`src/rtl/dds_pkg.sv`:
```
// Shared definitions for the DDS frequency-sweep controller.
// Holds the host/DDS register address map (only the low address byte is
// decoded), the ctrl register bit positions and the sweep FSM states.
package dds_pkg;

    // DDS register bus addresses; host writes here are forwarded.
    localparam logic [7:0] ADDR_AMP     = 8'h00;
    localparam logic [7:0] ADDR_FREQ    = 8'h04;
    localparam logic [7:0] ADDR_RES     = 8'h08;
    localparam logic [7:0] ADDR_PHASE   = 8'h0C;

    // Local sweep configuration registers.
    localparam logic [7:0] ADDR_F_START = 8'h10;
    localparam logic [7:0] ADDR_F_STOP  = 8'h14;
    localparam logic [7:0] ADDR_F_STEP  = 8'h18;
    localparam logic [7:0] ADDR_DWELL   = 8'h1C;
    localparam logic [7:0] ADDR_CTRL    = 8'h20;

    // ctrl register bits; all of them act only on the write that carries them.
    localparam int CTRL_START = 0;
    localparam int CTRL_LOOP  = 1;
    localparam int CTRL_ABORT = 2;

    typedef enum logic [2:0] {
        ST_IDLE,
        ST_WR,
        ST_DWELL,
        ST_STEP,
        ST_DONE
    } sweep_state_t;

    function automatic logic is_dds_addr(input logic [7:0] a);
        return (a == ADDR_AMP) || (a == ADDR_FREQ) || (a == ADDR_RES) || (a == ADDR_PHASE);
    endfunction

endpackage

```
`src/rtl/dds_dwell_timer.sv`:
```
// Dwell timer: 32-bit down counter.
// Ports:
//   clk      in   clock, rising edge
//   rst      in   synchronous active-high reset (counter cleared)
//   load     in   load load_val into the counter this cycle
//   load_val in   cycles to count (caller guarantees >= 1)
//   expire   out  high during the last counted cycle
// With load in cycle t and load_val = N, expire is high in cycle t+N, so the
// N cycles t+1 .. t+N are counted.
module dds_dwell_timer (
    input  logic        clk,
    input  logic        rst,
    input  logic        load,
    input  logic [31:0] load_val,
    output logic        expire
);

    logic [31:0] count;

    always_ff @(posedge clk) begin
        if (rst) begin
            count <= 32'd0;
        end else if (load) begin
            count <= load_val;
        end else if (count != 32'd0) begin
            count <= count - 32'd1;
        end
    end

    assign expire = (count == 32'd1);

endmodule

```
`src/rtl/dds_sweep_ctrl.sv`:
```
// DDS sweep controller: forwards host writes to the DDS register bus and runs
// a linear frequency sweep (f_start .. f_stop in f_step increments, holding
// each frequency for a programmable dwell) on the DDS frequency register.
// Ports:
//   sys_clk, sys_rst       clock; synchronous active-high reset
//   host_vld/addr/data     host register write; host_rdy accepts it
//   dds_vld/addr/data      registered DDS write strobe, one cycle per write
//   busy                   sweep running
//   done                   one-cycle pulse at sweep end or start rejection
//   err                    sticky, set by a rejected start
//   fsm_state              current sweep state, for observation
module dds_sweep_ctrl
    import dds_pkg::*;
(
    input  logic         sys_clk,
    input  logic         sys_rst,
    input  logic         host_vld,
    input  logic [31:0]  host_addr,
    input  logic [31:0]  host_data,
    output logic         host_rdy,
    output logic         dds_vld,
    output logic [31:0]  dds_addr,
    output logic [31:0]  dds_data,
    output logic         busy,
    output logic         done,
    output logic         err,
    output sweep_state_t fsm_state
);

    // Handshake: a host write transfers on every cycle where host_vld and
    // host_rdy are both high; the host holds addr/data until it transfers.
    // The sweep owns the DDS bus in its WR cycle, the only cycle host_rdy
    // is low, so a host write stalls at most one cycle per sweep step.

    sweep_state_t state, state_nxt;
    logic [31:0]  f_start, f_stop, f_step, dwell;
    logic [31:0]  sh_start, sh_stop, sh_step, sh_dwell;
    logic         sh_loop;
    logic [31:0]  cur, cur_nxt;
    logic         rej_q;
    logic [7:0]   a8;
    logic         wr_acc, ctrl_wr, start_req, abort_req;
    logic         can_start, start_bad, start_acc, start_rej;
    logic [32:0]  sum;
    logic         timer_load, timer_expire;
    logic         unused_addr_hi;

    assign a8             = host_addr[7:0];
    assign unused_addr_hi = ^host_addr[31:8];

    assign host_rdy  = (state != ST_WR);
    assign wr_acc    = host_vld & host_rdy;
    assign ctrl_wr   = wr_acc & (a8 == ADDR_CTRL);
    assign abort_req = ctrl_wr & host_data[CTRL_ABORT];
    // Abort wins over a start carried by the same write.
    assign start_req = ctrl_wr & host_data[CTRL_START] & ~host_data[CTRL_ABORT];
    // A non-looping sweep is no longer busy in its DONE cycle, so it may restart.
    assign can_start = (state == ST_IDLE) | ((state == ST_DONE) & ~sh_loop);
    assign start_bad = (f_step == 32'd0) | (f_start > f_stop);
    assign start_acc = start_req & can_start & ~start_bad;
    assign start_rej = start_req & can_start & start_bad;

    // 33-bit add so a wrap past 2^32 is seen as a carry and clamps to f_stop.
    assign sum = {1'b0, cur} + {1'b0, sh_step};

    always_comb begin
        state_nxt  = state;
        cur_nxt    = cur;
        timer_load = 1'b0;
        case (state)
            ST_IDLE: begin
                if (start_acc) begin
                    state_nxt = ST_WR;
                    cur_nxt   = f_start;
                end
            end
            ST_WR: begin
                state_nxt  = ST_DWELL;
                timer_load = 1'b1;
            end
            ST_DWELL: begin
                if (timer_expire) state_nxt = ST_STEP;
            end
            ST_STEP: begin
                if (cur == sh_stop) begin
                    state_nxt = ST_DONE;
                end else begin
                    state_nxt = ST_WR;
                    if (sum[32] || (sum[31:0] >= sh_stop)) cur_nxt = sh_stop;
                    else                                    cur_nxt = sum[31:0];
                end
            end
            ST_DONE: begin
                if (start_acc) begin
                    state_nxt = ST_WR;
                    cur_nxt   = f_start;
                end else if (sh_loop) begin
                    state_nxt = ST_WR;
                    cur_nxt   = sh_start;
                end else begin
                    state_nxt = ST_IDLE;
                end
            end
            default: state_nxt = ST_IDLE;
        endcase
        if (abort_req) state_nxt = ST_IDLE;
    end

    always_ff @(posedge sys_clk) begin
        if (sys_rst) begin
            state    <= ST_IDLE;
            cur      <= 32'd0;
            f_start  <= 32'd0;
            f_stop   <= 32'd0;
            f_step   <= 32'd0;
            dwell    <= 32'd1;
            sh_start <= 32'd0;
            sh_stop  <= 32'd0;
            sh_step  <= 32'd0;
            sh_dwell <= 32'd1;
            sh_loop  <= 1'b0;
            err      <= 1'b0;
            rej_q    <= 1'b0;
            dds_vld  <= 1'b0;
            dds_addr <= 32'd0;
            dds_data <= 32'd0;
        end else begin
            state <= state_nxt;
            cur   <= cur_nxt;

            if (wr_acc) begin
                case (a8)
                    ADDR_F_START: f_start <= host_data;
                    ADDR_F_STOP:  f_stop  <= host_data;
                    ADDR_F_STEP:  f_step  <= host_data;
                    ADDR_DWELL:   dwell   <= host_data;
                    default: ;
                endcase
            end

            if (start_acc) begin
                sh_start <= f_start;
                sh_stop  <= f_stop;
                sh_step  <= f_step;
                sh_dwell <= dwell;
                sh_loop  <= host_data[CTRL_LOOP];
                err      <= 1'b0;
            end else if (start_rej) begin
                err <= 1'b1;
            end
            rej_q <= start_rej;

            dds_vld <= 1'b0;
            if (state == ST_WR) begin
                dds_vld  <= 1'b1;
                dds_addr <= {24'h0, ADDR_FREQ};
                dds_data <= cur;
            end else if (wr_acc && is_dds_addr(a8)) begin
                dds_vld  <= 1'b1;
                dds_addr <= {24'h0, a8};
                dds_data <= host_data;
            end
        end
    end

    dds_dwell_timer u_dwell_timer (
        .clk      (sys_clk),
        .rst      (sys_rst),
        .load     (timer_load),
        .load_val ((sh_dwell == 32'd0) ? 32'd1 : sh_dwell),
        .expire   (timer_expire)
    );

    assign busy      = (state == ST_WR) | (state == ST_DWELL) | (state == ST_STEP) |
                       ((state == ST_DONE) & sh_loop);
    assign done      = (state == ST_DONE) | rej_q;
    assign fsm_state = state;

endmodule

```
`config.mk`:
```
export PLATFORM = sky130hd
export DESIGN_NAME = dds_sweep_ctrl
export DESIGN_NICKNAME = d
export VERILOG_FILES = /design/src/rtl/dds_pkg.sv /design/src/rtl/dds_dwell_timer.sv /design/src/rtl/dds_sweep_ctrl.sv
export SDC_FILE = /design/constraint.sdc
export NUM_CORES = 1
export LEC_CHECK = 0
export ABC_AREA = 1
export BUFFER_PORTS_ARGS = -buffer_cell sky130_fd_sc_hd__buf_2
export CAP_MARGIN = 20
export CORE_ASPECT_RATIO = 1.75
export CORE_MARGIN = 2
export CORE_UTILIZATION = 43
export CTS_CLUSTER_DIAMETER = 80
export CTS_CLUSTER_SIZE = 40
export DETAILED_ROUTE_END_ITERATION = 10
export PLACE_DENSITY_LB_ADDON = 0.2
export SLEW_MARGIN = 20
export SYNTH_ARGS = -nofsm -noshare
export SYNTH_HDL_FRONTEND = slang
export SYNTH_SLANG_ARGS = --single-unit
export TNS_END_PERCENT = 50
```
`constraint.sdc`:
```
create_clock -name sys_clk -period 9 [get_ports sys_clk]
set_input_delay 2.7 -clock sys_clk [delete_from_list [all_inputs] [get_ports sys_clk]]
set_output_delay 2.7 -clock sys_clk [all_outputs]
set_load 0.02 [all_outputs]
```
==> results.py, run 1 <==
metrics = {
    "run_status": {
        "status": "finished, final reports clean",
    },
    "synthesis": {
        "synth_enable_flop_cells": 0,
        "synth.cell_area_mm2": 0.0194,
        "synth_flop_cell": "dfxtp_1",
        "ys_seq_elements": 367,
        "async_flop_share_pct": 0,
        "syn-instance-count": 2846,
        "yosys_warnings": 0,
        "yosysUniqueCellTypes": 42,
        "synth_area_per_cell_um2": 6.82,
        "seq_area_frac_synth_pct": 37.9,
    },
    "sta": {
        "maxSlewViolCount": 0,
        "fin_crit_sh_pct": 58.0,
        "period_minus_slack_ps": 5220,
        "tightestPinTransition_ps": 1150,
        "rsz0062_at_grt": "no",
        "tns_ps": 0,
        "final-hold-violation-count": 0,
        "slew-limit-headroom_pct": 23.5,
        "finClkSkew_ps": 46.6,
        "setup_viol": 0,
        "max_freq_ghz": 0.192,
    },
    "clocking": {
        "clkTransAtPathRegs_ps": 140,
        "clock_latency_ps": 550,
        "cts_resized": 0,
        "h-tree-depth": 1,
        "cts_hold_buf": 0,
        "cts_sinks": 367,
        "cts_buffer_depth": 3,
        "cts-root-buf": "clkbuf_16",
        "cts_made_buffers": 15,
        "cts_tree": "built",
        "cts_setup_buffers": 0,
    },
    "final_layout": {
        "n_antenna_cell": 0,
        "fill_cells": 4694,
        "fin_nets": 3001,
        "stdcell_count": 3420,
        "layout-drive-gt1-share_pct": 5.73,
        "layout-area-overhead-vs-synth_pct": 6.74,
    },
    "pwr": {
        "power_density_mw_per_mm2": 207,
        "peakVddDrop_mv": 0.221,
        "p_leak_nw": 9.58,
    },
    "grt": {
        "track_usage_pct": 26.2,
        "grt.overflow.total": 0,
        "grt_pass1_wl_mm": 96.0,
        "antenna_found_initial": 0,
        "grt_max_degree": 117,
        "grt_pass1_vias": 17647,
    },
    "worst_hold_path": {
        "min_path_type": "reg -> reg",
        "hp-start": "dds_addr[6]",
        "whs_path_depth": 2,
    },
    "floorplanning": {
        "fp-row-count": 103,
        "initial_core_util_pct": 43.3,
        "die_w_um": 165,
        "die_area_mm2": 0.0469,
        "io_pins": 139,
        "die_h_um": 285,
        "core_mm2": 0.0448,
    },
    "worst_setup_path": {
        "start_kind": "primary input",
        "cp_slowest_stage_delay_ps": 730,
        "critPathMaxFanout": 70,
        "r2r_end": "cur[4]",
        "crit_top_cell": "nand2_1",
        "slowest_stage": "buf_4",
        "reg2reg_setup_slack_ps": 4170,
        "crit_end": "cur[22]",
        "cp_data_required_time_ps": 9450,
        "crit_type": "in -> reg",
        "path_cells": "buf_2 > inv_1 > nand2_1 > nor2_1 > nand2_1 > nor2_1 > nand3_1 > nor4_4 > nand3_4 > buf_4 > buf_4 > nand2_1 > nand3_1 > nand3_1 > nand2_1 > inv_1",
        "arrival_ps": 5670,
        "cp-end-kind": "flip-flop",
        "reg2regPathDepth": 23,
        "r2r-start": "cur[0]",
        "critPathLaunch": "host_addr[1]",
    },
    "detailed_routing": {
        "dr_wl_met3_mm": 2.40,
        "routed_wl_mm": 62.0,
        "m1WireLength_mm": 24.7,
        "dr_total_vias": 18379,
        "via_per_inst": 5.37,
        "drtAntennaViolNets": 0,
        "wl_met2_mm": 32.2,
        "highest_layer": "met4",
        "dr.pass1.iters": 6,
        "wl_per_cell_um": 18.1,
        "route.detailed.drc": 0,
        "drt-initial-drc-count": 1118,
    },
    "place": {
        "port_buffers": 90,
        "dp_hpwl_mm": 43.4,
        "finalWeightedCongestion": 0.917,
        "numPlacedInstances": 3394,
    },
    "flow_run": {
        "maxCapViolCount": 0,
    },
}
==> how the worst min path moves through the flow <==
stage                  endpoint  slack, ps
finish              dds_addr[6]        450
detailed placement  dds_addr[5]        430
CTS                 dds_addr[5]        450
global placement    dds_addr[7]        430
global route        dds_addr[6]        470
floorplan           sh_dwell[0]        430
==> cell usage in the layout, fill, tap and decap left out, types with 5 or more instances in the layout <==
cell type / netlist / routed
xor2_1: 39 / 39
buf_4: 24 / 17
dfxtp_1: 367 / 367
nand4_1: 57 / 57
inv_1: 349 / 348
inv_2: 5 / 6
nand3b_1: 12 / 12
nand3_1: 138 / 137
o21a_1: 5 / 5
a21oi_1: 227 / 227
or2_2: 7 / 7
xnor2_1: 9 / 9
o21ai_0: 176 / 176
nor2_1: 425 / 422
o21bai_1: 5 / 5
nand2_1: 561 / 560
conb_1: 1 / 24
clkbuf_16: 0 / 15
nor3_1: 23 / 22
nor4_1: 21 / 21
a31oi_1: 33 / 33
o21ai_1: 27 / 26
ha_1: 98 / 98
buf_2: 15 / 89
a211oi_1: 74 / 74
==> critical path, delay by kind of cell <==
kind          cells  cell delay, ps
buf+inv           5            1460
simple gates     11            1410
==> cells in the mapped netlist (27+ instances only) <==
| library cell | number | share of area, % |
|---|---|---|
| a211oi_1 | 74 | 2.9 |
| a21oi_1 | 227 | 5.9 |
| a31oi_1 | 33 | 1.1 |
| clkbuf_1 | 110 | 2.1 |
| dfxtp_1 | 367 | 38 |
| ha_1 | 98 | 6.3 |
| inv_1 | 349 | 6.8 |
| nand2_1 | 561 | 11 |
| nand3_1 | 138 | 3.6 |
| nand4_1 | 57 | 1.8 |
| nor2_1 | 425 | 8.2 |
| o21ai_0 | 176 | 4.5 |
| o21ai_1 | 27 | 0.70 |
| xor2_1 | 39 | 1.8 |
==> metal layers <==
layer  GRT usage [%]  vias up
met4            11.0        0
met2            49.1      486
li1                -     9192
met3            1.83      145
met1            30.2     8556
met5               0        -
==> layout make-up <==
type	count	area (um2)	share of cell area, %
Tap cell	577	722	3.49
Sequential cell	367	7350	35.5
Timing Repair Buffer	108	604	2.92
Multi-Input combinational cell	1987	10200	49.1
Clock inverter	10	156	0.755
Clock buffer	15	375	1.81
Inverter	356	1340	6.48
==> kinds of logic (layout without fill, tap and decap cells) <==
group / Yosys count / after routing / synth area share (%)
fa+ha+maj: 99 / 99 / 6.42
flops: 367 / 367 / 37.9
buf+inv: 515 / 489 / 10.5
simple gates: 1256 / 1256 / 27.1
other cells: 1 / 24 / 0.0193
xor+xnor: 48 / 48 / 2.17
compound gates: 560 / 560 / 16.0
==> report_power, final <==
| part | total [mW] | switching [mW] | internal (mW) |
|---|---|---|---|
| logic | 1.53 | 1.05 | 0.478 |
| registers | 1.81 | 0.0970 | 1.71 |
| clock network | 0.960 | 0.573 | 0.387 |
| total | 4.30 | 1.72 | 2.57 |
==> per-stage QoR <==
step	hold slack [ps]	power, mW	setup WS (ps)	util (%)	cell area, um2
3_5_place_dp	428	3.36	3210	45.0	20200
6_report	449	4.30	3780	46.2	20700
4_1_cts	449	4.32	3790	46.1	20700
3_3_place_gp	426	3.34	3180	45.0	20200
2_1_floorplan	429	2.88	4650	-	19500
5_1_grt	473	4.55	3510	46.2	20700
==> state kept, by name, indices dropped and copies added, names as in the netlist <==
signal               cells
dds_data                32
dwell                   32
sh_step                 32
sh_loop                  1
cur                     32
sh_dwell                32
fsm_state                3
dds_addr                 8
err                      1
sh_stop                 32
f_start                 32
f_step                  32
dds_vld                  1
rej_q                    1
f_stop                  32
sh_start                32
u_dwell_timer.count     32
No activity file was read; power rests on OpenSTA's default activity.
==> run 2: changes to the inputs <==
- clock period: 9 -> 4.7 ns (I/O delays scaled with it)
==> run 2 against run 1 <==
Compared with the run above:
- flip-flop and latch count unchanged
- critical endpoint is now cur[28]
- largest power group unchanged
- sequential share of layout area down 0.13 points
- largest cell class unchanged
- non-clock buffer count rose by 12
==> results.py, run 2 (same netlist as run 1, synthesis figures left out) <==
metrics = {
    "clocking": {
        "cts_tree": "built",
        "clkTransAtPathRegs_ps": 150,
        "cts_setup_buffers": 0,
        "cts_made_buffers": 15,
        "cts_resized": 0,
        "cts_sinks": 367,
        "cts-root-buf": "clkbuf_16",
        "cts_hold_buf": 0,
        "clock_latency_ps": 560,
        "cts_buffer_depth": 3,
        "h-tree-depth": 1,
    },
    "final_layout": {
        "layout-drive-gt1-share_pct": 5.99,
        "final_cell_mix": "561 x nand2_1, 422 x nor2_1, 367 x dfxtp_1",
        "register_area_mm2": 0.00735,
        "fin_area_mm2": 0.0208,
        "n_antenna_cell": 0,
        "layout-area-overhead-vs-synth_pct": 7.12,
        "multi_input_area_mm2": 0.0101,
        "fin_nets": 3013,
        "final_common_cell": "nand2_1",
        "fill_cells": 4685,
        "fin_util_pct": 46.4,
    },
    "sta": {
        "final-hold-violation-count": 0,
        "tns_ps": 0,
        "worst_slack_ps": 582,
        "maxSlewViolCount": 0,
        "max_freq_ghz": 0.243,
        "fin_crit_sh_pct": 87.6,
        "tightestPinTransition_ps": 968,
        "rsz0062_at_grt": "no",
        "hold_slack_ps": 452,
        "finClkSkew_ps": 31.6,
        "period_minus_slack_ps": 4120,
        "setup_viol": 0,
        "slew-limit-headroom_pct": 35.5,
    },
    "floorplanning": {
        "fp-row-count": 103,
        "die_h_um": 285,
        "die_w_um": 165,
        "die_area_mm2": 0.0469,
        "io_pins": 139,
        "initial_core_util_pct": 43.3,
        "core_mm2": 0.0448,
    },
    "detailed_routing": {
        "drtAntennaViolNets": 0,
        "routed_wl_mm": 60.9,
        "dr_total_vias": 18288,
        "via_per_inst": 5.33,
        "route.detailed.drc": 0,
        "drt-initial-drc-count": 1177,
        "dr.pass1.iters": 5,
        "wl_per_cell_um": 17.7,
    },
    "place": {
        "dp_hpwl_mm": 43.4,
        "port_buffers": 90,
        "place_ws_ps": 486,
        "finalWeightedCongestion": 0.951,
        "placed_area_mm2": 0.0203,
    },
    "pwr": {
        "peakVddDrop_mv": 0.360,
        "p_leak_nw": 9.64,
        "power_density_mw_per_mm2": 392,
    },
    "grt": {
        "met2_usage_pct": 48.2,
        "grt_pass1_vias": 17685,
        "track_usage_pct": 25.9,
        "grt.overflow.total": 0,
        "grt_busiest_layer": "met2",
        "grt_use_met3_pct": 2.04,
        "grt_pass1_wl_mm": 95.0,
        "grt_max_degree": 179,
        "use_met1_pct": 29.2,
        "antenna_found_initial": 0,
    },
    "worst_hold_path": {
        "min_path_type": "reg -> reg",
    },
    "worst_setup_path": {
        "cp_data_required_time_ps": 5140,
        "start_kind": "flip-flop",
        "cp-end-kind": "flip-flop",
        "crit_type": "reg -> reg",
        "critPathMaxFanout": 22,
        "arrival_ps": 4560,
    },
    "run_status": {
        "status": "finished, final reports clean",
    },
    "flow_run": {
        "maxCapViolCount": 0,
    },
}
[run 2: metrics by stage]
step           power [mW]  cells
4_1_cts              8.20   3431
2_1_floorplan        5.51   2869
3_5_place_dp         6.43   3407
3_3_place_gp         6.39   3406
5_1_grt              8.68   3431
6_report             8.16   3431
[run 2: layout make-up]
cell class / count / share of cell area, %
flip-flops and latches: 367 / 35.3
multi-input cells: 1987 / 48.8
well taps: 577 / 3.47
repair buffers: 120 / 3.56
clock buffers: 16 / 1.82
inverters: 356 / 6.44
clock inverters: 8 / 0.542
[run 2: worst paths after layout]
kind,depth (start not counted),from,slack (ps),to
worst max register to register,27,cur[0],580,cur[28]
worst min register to register,2,dds_addr[7],450,dds_addr[7]
worst max-delay path,27,cur[0],580,cur[28]
worst min-delay path,2,dds_addr[7],450,dds_addr[7]
[run 2: metal layers]
metal  wire [um]  vias to the layer above
met4        3260                        0
met5           0                        -
met2       31600                      420
li1            -                     9211
met3        2250                      151
met1       23800                     8506
[run 2: power breakdown]
group | switching, mW | internal, mW
clock network | 1.13 | 0.649
logic | 1.98 | 0.945
registers | 0.179 | 3.27
[run 2: worst max-delay path, cell delays in order, from the launching register on]
cell	delay [ps]
dfxtp_1	410
ha_1	210
fa_1	290
nand2_1	100
nand2_1	110
nand2_1	100
o21ai_1	250
nand3_1	100
nand2_1	210
nand2_1	110
nand2_1	80
nand2_1	50
nand2_1	70
inv_1	50
ha_1	270
nand2_1	80
nor2_1	180
nand2_1	150
a21oi_1	150
nor2_1	80
and2_1	150
nand3_1	90
buf_4	310
nand2_1	80
nand3_1	120
nand3_1	90
nand2_1	60
inv_1	40
==> run 3: changes to the inputs <==
- GPL_TIMING_DRIVEN: not set -> 0
==> run 3 against run 2 <==
Compared with the run above:
- highest routed layer is now met5
- flip-flop and latch count unchanged
- critical path type unchanged
- power increased by 0.39%
- fmax decreased by 9.0%
- register-to-register slack got worse by 400 ps
- clock skew increased by 25 ps
- hold slack improved by 0.78 ps
- critical path depth decreased by 6
==> results.py, run 3 (same netlist as run 1, synthesis figures left out) <==
metrics = {
    "run_status": {
        "status": "finished, final reports clean",
    },
    "pwr": {
        "peakVddDrop_mv": 0.316,
        "pwr-share-seq_pct": 42.3,
        "p_int_mw": 4.88,
        "swShare_pct": 40.4,
        "clkPwrFrac_pct": 22.1,
        "p_switching_mw": 3.31,
        "p_leak_nw": 9.80,
        "finalPower_mw": 8.19,
        "power_density_mw_per_mm2": 386,
        "comb_power_share_pct": 35.6,
    },
    "floorplanning": {
        "io_pins": 139,
        "die_h_um": 285,
        "fp-row-count": 103,
        "core_mm2": 0.0448,
        "die_area_mm2": 0.0469,
        "initial_core_util_pct": 43.3,
        "die_w_um": 165,
    },
    "clocking": {
        "cts-root-buf": "clkbuf_16",
        "cts_buffer_depth": 3,
        "h-tree-depth": 1,
        "cts_tree": "built",
        "cts_made_buffers": 15,
        "clock_latency_ps": 560,
        "cts_hold_buf": 0,
        "cts_sinks": 367,
        "clkTransAtPathRegs_ps": 150,
        "cts_setup_buffers": 0,
    },
    "grt": {
        "track_usage_pct": 29.9,
        "grt_pass1_wl_mm": 106,
        "grt_max_degree": 41,
        "antenna_found_initial": 2,
        "grt_pass1_vias": 18648,
        "grt.overflow.total": 0,
    },
    "detailed_routing": {
        "wl_per_cell_um": 19.9,
        "dr_total_vias": 19044,
        "via_per_inst": 5.35,
        "dr.pass1.iters": 5,
        "drtAntennaViolNets": 0,
        "route.detailed.drc": 0,
        "drt-initial-drc-count": 1343,
        "routed_wl_mm": 71.0,
    },
    "place": {
        "dp_hpwl_mm": 58.6,
        "port_buffers": 89,
        "placed_area_mm2": 0.0207,
        "finalWeightedCongestion": 0.953,
    },
    "worst_setup_path": {
        "arrival_ps": 4970,
        "critPathMaxFanout": 10,
        "cp-end-kind": "flip-flop",
        "cp_data_required_time_ps": 5150,
        "crit_type": "reg -> reg",
        "start_kind": "flip-flop",
    },
    "final_layout": {
        "fill_cells": 4711,
        "fin_nets": 3141,
        "layout-drive-gt1-share_pct": 6.10,
        "layout-area-overhead-vs-synth_pct": 9.36,
        "fin_area_mm2": 0.0212,
        "final_common_cell": "nand2_1",
        "final_cell_mix": "561 x nand2_1, 424 x nor2_1, 367 x dfxtp_1",
    },
    "flow_run": {
        "maxCapViolCount": 0,
    },
    "sta": {
        "max_freq_ghz": 0.221,
        "fin_crit_sh_pct": 96.2,
        "tightestPinTransition_ps": 1140,
        "setup_viol": 0,
        "hold_slack_ps": 453,
        "maxSlewViolCount": 0,
        "rsz0062_at_grt": "no",
        "slew-limit-headroom_pct": 24.1,
        "finClkSkew_ps": 56.2,
        "period_minus_slack_ps": 4520,
        "final-hold-violation-count": 0,
    },
    "worst_hold_path": {
        "min_path_type": "reg -> reg",
    },
}
## run 3: layer usage
metal	wire length (um)	GRT usage (%)	vias to the layer above
met3	3180	2.76	203
met5	10	0	-
met2	36200	54.7	577
li1	-	-	9466
met1	26600	32.8	8796
met4	5010	18.1	2
## run 3: path summary, 6_finish.rpt
| check | startpoint | to | slack (ps) | cells past startpoint |
|---|---|---|---|---|
| setup / recovery | cur[17] | cur[4] | 180 | 21 |
| hold / removal | dds_addr[4] | dds_addr[4] | 450 | 2 |
| setup reg to reg | cur[17] | cur[4] | 180 | 21 |
| hold reg to reg | dds_addr[4] | dds_addr[4] | 450 | 2 |
## run 3: timing repair
| action | 4_1_cts | 5_1_grt |
|---|---|---|
| pin swaps | 0 | 0 |
| gates resized for setup | 3 | 11 |
| setup endpoints to repair | 30 | 32 |
| gates cloned | 0 | 0 |
## run 3: power by group through the flow
stage | clock network (mW) | registers [mW] | logic, mW
5_1_grt | 1.93 | 3.48 | 3.28
6_report | 1.81 | 3.46 | 2.91
3_5_place_dp | 0 | 3.53 | 2.87
2_1_floorplan | 0 | 3.47 | 2.04
4_1_cts | 1.84 | 3.46 | 2.89
3_3_place_gp | 0 | 3.52 | 2.83
## run 3: critical path, stage by stage (launching register included)
cell and delay (ps):
dfxtp_1 460, ha_1 320, a21oi_1 230, o21ai_0 260, a21oi_1 460, nand3_1 290
xor2_1 320, inv_1 80, ha_1 280, nand2_1 60, o21ai_0 210, nand2_1 80
a21oi_1 130, nor2_1 60, and2_1 150, nand3_1 260, clkbuf_2 320, nand2_1 80
nand3_1 120, nand3_1 130, nand2_1 80, inv_1 40
## run 3: area by class of cell
cell class | instances | area, um2 | share of cell area, %
multi-input cells | 1987 | 10100 | 47.7
flip-flops and latches | 367 | 7350 | 34.6
inverters | 356 | 1340 | 6.30
well taps | 577 | 722 | 3.40
plain buffers | 159 | 713 | 3.36
repair buffers | 89 | 445 | 2.10
clock buffers | 16 | 389 | 1.83
clock inverters | 8 | 134 | 0.631
diodes | 1 | 2.50 | 0.0118
## run 3: through the flow
step / utilization, % / std cells / worst slack [ps] / setup TNS (ps)
after floorplan: - / 2869 / 1370 / 0
after global placement: 46.1 / 3535 / -183 / -1190
after detailed placement: 46.1 / 3535 / -262 / -2690
after CTS: 47.3 / 3559 / 76.2 / 0
after global routing: 47.3 / 3560 / 34.9 / 0
final: 47.3 / 3560 / 177 / 0
